$ cat config.mk
export PLATFORM = sky130hd
export DESIGN_NAME = shake256_padder
export DESIGN_NICKNAME = d
export VERILOG_FILES = /design/src/rtl/shake256_padder.sv
export SDC_FILE = /design/constraint.sdc
export NUM_CORES = 2
export LEC_CHECK = 0
export CELL_PAD_IN_SITES_DETAIL_PLACEMENT = 0
export CELL_PAD_IN_SITES_GLOBAL_PLACEMENT = 2
export CORE_AREA = 4 4 428 430
export DETAILED_ROUTE_END_ITERATION = 10
export DIE_AREA = 0 0 432 434
export DONT_BUFFER_PORTS = 1
export HOLD_SLACK_MARGIN = 0.1
export PLACE_DENSITY = 0.61
export SLEW_MARGIN = 0
export SYNTH_ARGS = -nofsm -noshare
export SYNTH_HDL_FRONTEND = slang
export SYNTH_SLANG_ARGS = --single-unit
$ cat constraint.sdc
create_clock -name clk -period 61.2 [get_ports clk]
set_clock_uncertainty 0.1 [all_clocks]
set_input_delay 6.12 -clock clk [delete_from_list [all_inputs] [get_ports clk]]
set_output_delay 6.12 -clock clk [all_outputs]
set_load 0.03 [all_outputs]
$ cat src/rtl/shake256_padder.sv
// rtl/shake256_padder.sv - SHAKE256 byte-stream padder producing rate blocks for the KECCAK absorb core
module shake256_padder #(
  parameter int          RATE_WIDTH  = 1088,
  parameter logic [7:0]  DOMAIN_BYTE = 8'h1F,
  parameter int          IDX_WIDTH   = 8
) (
  input  logic                  clk,
  input  logic                  reset,
  input  logic                  in_valid,
  input  logic [7:0]            in_data,
  input  logic                  in_keep,
  input  logic                  in_last,
  output logic                  in_ready,
  output logic                  block_valid,
  output logic [RATE_WIDTH-1:0] block_data,
  output logic                  block_last,
  input  logic                  block_ready,
  output logic [IDX_WIDTH-1:0]  block_index
);

  localparam int RATE_BYTES = RATE_WIDTH / 8;
  localparam int CNT_W      = $clog2(RATE_BYTES + 1);

  typedef enum logic [1:0] {IDLE, FILL, EMIT, PADBLK} state_t;

  state_t                state, next_state;
  logic [RATE_WIDTH-1:0] buffer, fill_buf, pad_blk;
  logic [CNT_W-1:0]      cnt, n_next;
  logic                  pad_pending, last_q;
  logic [IDX_WIDTH-1:0]  index_q, index_inc;
  logic                  accept, block_full;

  assign in_ready    = (state == FILL);
  assign block_valid = (state == EMIT) || (state == PADBLK);
  assign block_data  = buffer;
  assign block_last  = last_q;
  assign block_index = index_q;

  assign accept     = in_ready && in_valid;
  assign n_next     = cnt + CNT_W'(in_keep);
  assign block_full = in_keep && (cnt == CNT_W'(RATE_BYTES - 1));
  assign index_inc  = (index_q == '1) ? index_q : index_q + IDX_WIDTH'(1);

  // Bytes past cnt are always zero, so padding only has to place the domain byte and the 0x80 end marker.
  always_comb begin
    fill_buf = buffer;
    for (int i = 0; i < RATE_BYTES; i++) begin
      if (in_keep && i == int'(cnt)) fill_buf[8*i +: 8] = in_data;
    end
    if (in_last && !block_full) begin
      for (int i = 0; i < RATE_BYTES; i++) begin
        if (i == int'(n_next)) fill_buf[8*i +: 8] = DOMAIN_BYTE;
      end
      fill_buf[RATE_WIDTH-1 -: 8] = fill_buf[RATE_WIDTH-1 -: 8] | 8'h80;
    end
  end

  always_comb begin
    pad_blk                   = '0;
    pad_blk[7:0]              = DOMAIN_BYTE;
    pad_blk[RATE_WIDTH-1 -: 8] = 8'h80;
  end

  always_ff @(posedge clk or posedge reset) begin
    if (reset) state <= IDLE;
    else       state <= next_state;
  end

  always_comb begin
    next_state = state;
    case (state)
      IDLE:    next_state = FILL;
      FILL:    if (accept && (block_full || in_last)) next_state = EMIT;
      EMIT:    if (block_ready) next_state = pad_pending ? PADBLK : FILL;
      PADBLK:  if (block_ready) next_state = FILL;
      default: next_state = IDLE;
    endcase
  end

  always_ff @(posedge clk or posedge reset) begin
    if (reset) begin
      buffer      <= '0;
      cnt         <= '0;
      pad_pending <= 1'b0;
      last_q      <= 1'b0;
      index_q     <= '0;
    end else begin
      case (state)
        FILL: if (accept) begin
          buffer <= fill_buf;
          cnt    <= n_next;
          if (block_full) begin
            last_q      <= 1'b0;
            pad_pending <= in_last;
          end else if (in_last) begin
            last_q <= 1'b1;
          end
        end
        EMIT: if (block_ready) begin
          cnt <= '0;
          // The pad-only block reuses the buffer so block_data stays a plain register.
          if (pad_pending) begin
            buffer  <= pad_blk;
            last_q  <= 1'b1;
            index_q <= index_inc;
          end else if (last_q) begin
            buffer  <= '0;
            last_q  <= 1'b0;
            index_q <= '0;
          end else begin
            buffer  <= '0;
            index_q <= index_inc;
          end
        end
        PADBLK: if (block_ready) begin
          buffer      <= '0;
          pad_pending <= 1'b0;
          last_q      <= 1'b0;
          index_q     <= '0;
        end
        default: ;
      endcase
    end
  end

endmodule
# After elaboration in Yosys (flattened, before gate mapping)
# Index checks and enable logic that the tools add are counted.
dict set report word_totals {
  ff_bits 1108
  in_bits 14
  wordCells 746
}
dict set report classes {
  add_sub_neg 2
  n_eq_ne 281
  muxes 301
  reduce_logical 156
}
# op n
set op_table {}
lappend op_table {{$mux W1088} 5}
lappend op_table {{$pmux W1088 S3} 1}
lappend op_table {{$mux W8} 277}
lappend op_table {{$eq A8 B8 Y1 const A} 144}
lappend op_table {{$eq A7 B8 Y1 const A} 64}
lappend op_table {{$eq A6 B8 Y1 const A} 32}
lappend op_table {{$logic_and A1 B1 Y1} 140}
lappend op_table {{$eq A5 B8 Y1 const A} 16}
lappend op_table {{$eq A4 B8 Y1 const A} 8}
lappend op_table {{$eq A3 B8 Y1 const A} 4}
lappend op_table {{$pmux W8 S2} 2}
lappend op_table {{$eq A2 B8 Y1 const A} 2}
lappend op_table {{$eq A8 B8 Y1 const B} 2}
lappend op_table {{$logic_not A8 Y1} 2}
lappend op_table {{$reduce_and A3 Y1} 3}
lappend op_table {{$add A8 B1 Y8} 1}
lappend op_table {{$add A8 B1 Y8 const B} 1}
lappend op_table {{$mux W1} 8}
lappend op_table {{$mux W2} 4}
lappend op_table {{$pmux W2 S4} 1}
lappend op_table {{$reduce_and A4 Y1} 2}
lappend op_table {{$mux W7} 1}
lappend op_table {{$ne A2 B1 Y1 const B} 3}
lappend op_table {{$reduce_bool A2 Y1} 3}
lappend op_table {{other kinds (11)} 14}

# Logic depth before layout (Yosys ltp)
dict set report depth {
  word_depth 7
  depth_mapped 10
  mapped_depth_nobuf 8
}

# Worst setup path after synthesis
# OpenSTA, ideal clock, no wires.
dict set report synth_timing {
  kind {input port to flip-flop}
  startpoint {in in_keep}
  endpoint {reg buffer[768], in the netlist block_data[768]}
  setup_ns 0.126
  arrival_time_ns 7.990
  t_required_ns 60.974
  setup_slack_ns 52.984
  stages 10
  n_path_buf 3
  path_cell_list {ha_1 ha_1 buf_2 and3_1 clkbuf_1 nor3b_1 nor3_2 clkbuf_1 nor3_1 a221o_1}
}
dict set report synth_between {
  elab_chain_len 6
}
# item line
set synth_lines {}
lappend synth_lines {{start, declared} 11} ;# input logic in_keep,
lappend synth_lines {{$add A8 B1 Y8 (tied with other cells)} 40} ;# assign n_next = cnt + CNT_W'(in_keep);
lappend synth_lines {{$eq A8 B8 Y1 (tied with other cells)} 52} ;# if (i == int'(n_next)) fill_buf[8*i +: 8] = DOMAIN_BYTE;
lappend synth_lines {{$mux W8 or $logic_and A1 B1 Y1 (tied branches)} {52, 50}}
lappend synth_lines {{$mux W1088 *} 50} ;# if (in_last && !block_full) begin
lappend synth_lines {{$mux W1088 *} 89} ;# FILL: if (accept) begin
lappend synth_lines {{$pmux W1088 S3 *} 88} ;# case (state)
lappend synth_lines {{end signal, assigned} 90} ;# buffer <= fill_buf;
lappend synth_lines {{end signal, assigned} 103} ;# buffer <= pad_blk;
lappend synth_lines {{end, declared} 27} ;# logic [RATE_WIDTH-1:0] buffer, fill_buf, pad_blk;
# Mark *: on every way between the ends. The rest lies on a longest branch, timed or not. The select of a mux whose other input is x is not followed.
# A chain may end at the register's enable or synchronous reset.

==> impl_metrics.prom <==
# TYPE chip_impl_metric gauge
chip_impl_info{name="critical_path.startpoint_type",value="primary input"} 1
chip_impl_metric{name="drive_gt1_frac",unit=""} 0.1073
chip_impl_info{name="yosysMostFrequentCell",value="sky130_fd_sc_hd__dfrtp_1"} 1
chip_impl_metric{name="num-nets-final",unit=""} 4301
chip_impl_metric{name="numPortBuffers",unit=""} 0
chip_impl_metric{name="vdd_drop_max",unit="mV"} 0.04818
chip_impl_metric{name="switchingPower",unit="mW"} 1.065
chip_impl_metric{name="crit_required",unit="ns"} 61.90
chip_impl_metric{name="ys_ff_latch",unit=""} 1108
chip_impl_metric{name="timing.setup.tns",unit="ns"} 0
chip_impl_metric{name="drtAntennaViolNets",unit=""} 0
chip_impl_metric{name="number_of_synthesis_warnings",unit=""} 0
chip_impl_metric{name="yosys.area_share.adder",unit=""} 0.002108
chip_impl_metric{name="power_frac_seq",unit=""} 0.446
chip_impl_metric{name="routed_wl",unit="µm"} 254500
chip_impl_metric{name="row_count",unit=""} 156
chip_impl_metric{name="fmax",unit="MHz"} 109.3
chip_impl_metric{name="synth-compound-area-share",unit=""} 0.2137
chip_impl_metric{name="cts-htree-levels",unit=""} 4
chip_impl_metric{name="cap_viol_max_count",unit=""} 0
chip_impl_info{name="rr_startpoint",value="state[0]"} 1
chip_impl_info{name="crit_path_end_kind",value="async pin"} 1
chip_impl_info{name="clock_tree_from_tritoncts",value="done"} 1
chip_impl_info{name="ys_top_cells_by_count",value="sky130_fd_sc_hd__dfrtp_1 (1108), sky130_fd_sc_hd__a221o_1 (636), sky130_fd_sc_hd__nand2_1 (551)"} 1
chip_impl_metric{name="post_detailed_route_wirelength_per_cell",unit="µm"} 37.69
chip_impl_metric{name="slew_viol_final",unit=""} 0
chip_impl_metric{name="synth_nets",unit=""} 4393
chip_impl_metric{name="wire_length_of_the_first_global_routing_pass",unit="µm"} 343100
chip_impl_metric{name="route.vias.total",unit=""} 38949
chip_impl_metric{name="overflow",unit=""} 0
chip_impl_metric{name="pwr_density_cell",unit="mW/mm²"} 45.12
chip_impl_metric{name="vias_in_the_first_global_route",unit=""} 37967
chip_impl_metric{name="dpl_worst_slack",unit="ns"} 51.11
chip_impl_metric{name="final.hold.worst_slack",unit="ns"} 0.4635
chip_impl_metric{name="cp_data_arrival_time",unit="ns"} 9.85
chip_impl_info{name="synth_top_family_by_area",value="compound AO/OA/AOI/OAI gates"} 1
chip_impl_metric{name="min_period_over_period",unit=""} 0.1494
chip_impl_metric{name="number_of_buffers_inserted_for_hold_repair_after_clock_tree_synthesis",unit=""} 0
chip_impl_metric{name="number_of_cells_after_detailed_placement",unit=""} 6512
chip_impl_metric{name="core_area",unit="mm²"} 0.1798
chip_impl_metric{name="boundaryPins",unit=""} 1113
chip_impl_metric{name="postLayoutSetupSlackWorst",unit="ns"} 52.05
chip_impl_metric{name="grt_antenna_before_repair",unit=""} 9
chip_impl_metric{name="cell_int_power",unit="mW"} 1.416
chip_impl_metric{name="drt-pass1-iter-count",unit=""} 5
chip_impl_metric{name="grt_start_max_net_pins",unit=""} 148
chip_impl_info{name="hold_path_startpoint",value="pad_pending"} 1
chip_impl_metric{name="synth_area",unit="mm²"} 0.04748
chip_impl_info{name="setup.worst_path.class",value="in2async"} 1
chip_impl_metric{name="synth_seq_area_share",unit=""} 0.5839
chip_impl_metric{name="p_sw_frac",unit=""} 0.4292
chip_impl_metric{name="finalNonFillerCells",unit=""} 6753
chip_impl_info{name="worst_setup_path_startpoint",value="reset"} 1
chip_impl_metric{name="max_slew_margin",unit=""} 0.1401
chip_impl_info{name="synth_flop_cell",value="sky130_fd_sc_hd__dfrtp_1"} 1
chip_impl_metric{name="initial_utilization",unit=""} 0.2641
chip_impl_info{name="hold_path_class",value="reg2reg"} 1
chip_impl_metric{name="remaining_drc_errors",unit=""} 0
chip_impl_metric{name="grt_util_all_layers",unit=""} 0.2610
chip_impl_metric{name="power_leakage",unit="nW"} 24.62
chip_impl_metric{name="fill_cells",unit=""} 18347
chip_impl_metric{name="numClockSinks",unit=""} 1108
chip_impl_metric{name="finalWorstPathRequiredPeriod",unit="ns"} 9.145
chip_impl_metric{name="area_growth",unit="%"} 15.80
chip_impl_metric{name="asyncSetResetFlopFracSynth",unit=""} 1.000
chip_impl_metric{name="number_of_buffers_added_for_setup_after_cts",unit=""} 0
chip_impl_metric{name="final_hold_viol_count",unit=""} 0
chip_impl_metric{name="chipHeight",unit="µm"} 434
chip_impl_metric{name="place_hpwl",unit="µm"} 177200
chip_impl_metric{name="cts.path.max_buffers",unit=""} 3
chip_impl_metric{name="finalWeightedCongestion",unit=""} 0.8252
chip_impl_info{name="ys_top_cells_by_area",value="sky130_fd_sc_hd__dfrtp_1 (58%), sky130_fd_sc_hd__a221o_1 (13%), sky130_fd_sc_hd__nand2_1 (4.4%)"} 1
chip_impl_metric{name="route.detailed.vias_per_inst",unit=""} 5.768
chip_impl_metric{name="die_area",unit="mm²"} 0.1875
chip_impl_metric{name="post_cts_resize_count",unit=""} 0
chip_impl_metric{name="drt_iter0_drc",unit=""} 3393
chip_impl_metric{name="synth_edf_count",unit=""} 0
chip_impl_metric{name="clk_latency",unit="ns"} 0.79
chip_impl_metric{name="muxShareOfSynthArea",unit=""} 0.03246
chip_impl_metric{name="post-synth-top-area-fraction",unit=""} 0.5839
chip_impl_metric{name="clock_pin_slew_of_the_registers_on_the_worst_case_setup_and_hold_paths",unit="ns"} 0.06
chip_impl_info{name="cts_root_buf",value="sky130_fd_sc_hd__clkbuf_16"} 1
chip_impl_info{name="outcome",value="complete, no violations"} 1
chip_impl_metric{name="comb_power_share",unit=""} 0.224
chip_impl_metric{name="crit_fanout",unit=""} 147
chip_impl_metric{name="pwr-share-clk",unit=""} 0.330
chip_impl_info{name="setup_repair_after_global_routing_missed_its_margin",value="no"} 1
chip_impl_metric{name="synth.distinct_cells",unit=""} 69
chip_impl_metric{name="setup_viol_count_final",unit=""} 0
chip_impl_metric{name="synth_simple_gate_area_share",unit=""} 0.1358
chip_impl_metric{name="mean_area_per_synthesized_cell",unit="µm²"} 10.86
chip_impl_metric{name="tightestPinTransition",unit="ns"} 1.290
chip_impl_metric{name="die-width",unit="µm"} 432
chip_impl_info{name="yosysTopAreaCell",value="sky130_fd_sc_hd__dfrtp_1"} 1
chip_impl_metric{name="numCtsBuffers",unit=""} 135
chip_impl_metric{name="synth_xor_area_frac",unit=""} 0.001107
chip_impl_metric{name="postSynthCellCount",unit=""} 4371
==> final cells by class <==
class / count / area (µm²) / share of cell area
Antenna cell: 4 / 10.01 / 0.0001820
Clock buffer: 190 / 3829 / 0.06963
Clock inverter: 47 / 600.6 / 0.01092
Inverter: 14 / 60.06 / 0.001092
Multi-Input combinational cell: 2894 / 18820 / 0.3423
Sequential cell: 1108 / 27730 / 0.5043
Tap cell: 2370 / 2965 / 0.05393
Timing Repair Buffer: 126 / 970.9 / 0.01766
==> critical path, cell delays in order <==
cell	delay (ns)
sky130_fd_sc_hd__inv_8	0.39
sky130_fd_sc_hd__buf_4	0.78
sky130_fd_sc_hd__buf_4	0.68
sky130_fd_sc_hd__buf_12	0.60
sky130_fd_sc_hd__buf_4	0.83
==> layout by cell type, fill, tap and decap left out, types with 6 or more instances in the layout <==
cell type and n:
sky130_fd_sc_hd__a211o_1 40, sky130_fd_sc_hd__a21oi_1 303, sky130_fd_sc_hd__a221o_1 636, sky130_fd_sc_hd__a221oi_1 7
sky130_fd_sc_hd__a31oi_1 6, sky130_fd_sc_hd__and2_1 6, sky130_fd_sc_hd__and3_1 9, sky130_fd_sc_hd__buf_4 124
sky130_fd_sc_hd__bufinv_16 8, sky130_fd_sc_hd__clkbuf_1 34, sky130_fd_sc_hd__clkbuf_16 138, sky130_fd_sc_hd__clkbuf_8 18
sky130_fd_sc_hd__clkinv_2 22, sky130_fd_sc_hd__dfrtp_1 1107, sky130_fd_sc_hd__ha_1 8, sky130_fd_sc_hd__inv_1 11
sky130_fd_sc_hd__mux2i_1 154, sky130_fd_sc_hd__nand2_1 551, sky130_fd_sc_hd__nand2b_1 6, sky130_fd_sc_hd__nand3_1 259
sky130_fd_sc_hd__nand3b_1 7, sky130_fd_sc_hd__nand4_1 24, sky130_fd_sc_hd__nor2_1 277, sky130_fd_sc_hd__nor2_2 38
sky130_fd_sc_hd__nor2_4 27, sky130_fd_sc_hd__nor2b_1 9, sky130_fd_sc_hd__nor3_1 146, sky130_fd_sc_hd__nor3_2 21
sky130_fd_sc_hd__nor4_4 7, sky130_fd_sc_hd__o2111ai_2 9, sky130_fd_sc_hd__o21ai_0 238, sky130_fd_sc_hd__o21ai_1 7
sky130_fd_sc_hd__o31ai_1 16
==> power by group through the flow <==
stage               Clock (mW)  Sequential [mW]  Combinational, mW
detailed placement           0             1.12              0.560
global placement             0             1.12              0.556
CTS                      0.838             1.11              0.561
finish                   0.820             1.11              0.555
floorplan                    0             1.04              0.342
global route             0.866             1.11              0.598
==> per-layer routing <==
metal  wire, µm  track usage  share of wire
met3      22830      0.09396          0.090
met4      12280       0.1127          0.048
met5          0            0              0
met2     127300       0.4521           0.50
met1      92070       0.2883           0.36
==> per-stage QoR <==
step	power, mW	utilization	instance area (µm²)
2_1_floorplan	1.378	-	47480
3_3_place_gp	1.679	0.2812	50540
3_5_place_dp	1.681	0.2812	50540
4_1_cts	2.507	0.3058	54970
5_1_grt	2.576	0.3058	54970
6_report	2.481	0.3059	54980
==> logic make-up (layout without fill, tap and decap cells) <==
logic type,count (synthesis),after routing
adders and majority gates,8,8
and+or+nand+nor,1424,1424
muxes,154,154
AOI/OAI and AO/OA,1302,1302
DFF,1108,1108
xor gates and xnor gates,6,6
buffers and inverters,369,377
other,0,4
==> flip-flops by register name, summed over array words and instances (netlist names) <==
register     flops
cnt              8
pad_pending      1
block_index      8
block_last       1
block_data    1088
state            2
==> path summary, 6_finish.rpt <==
| path | to | slack [ns] | cells after the start |
|---|---|---|---|
| worst max-delay path | block_data[206] | 52.05 | 5 |
| max in group clk | block_data[231] | 52.36 | 7 |
| worst min-delay path | pad_pending | 0.46 | 1 |
| min in group asynchronous | block_data[842] | 5.13 | 1 |
| worst min register to register | pad_pending | 0.46 | 1 |
| worst max register to register | block_data[387] | 56.43 | 10 |
Power figures use the tool's default switching activity.
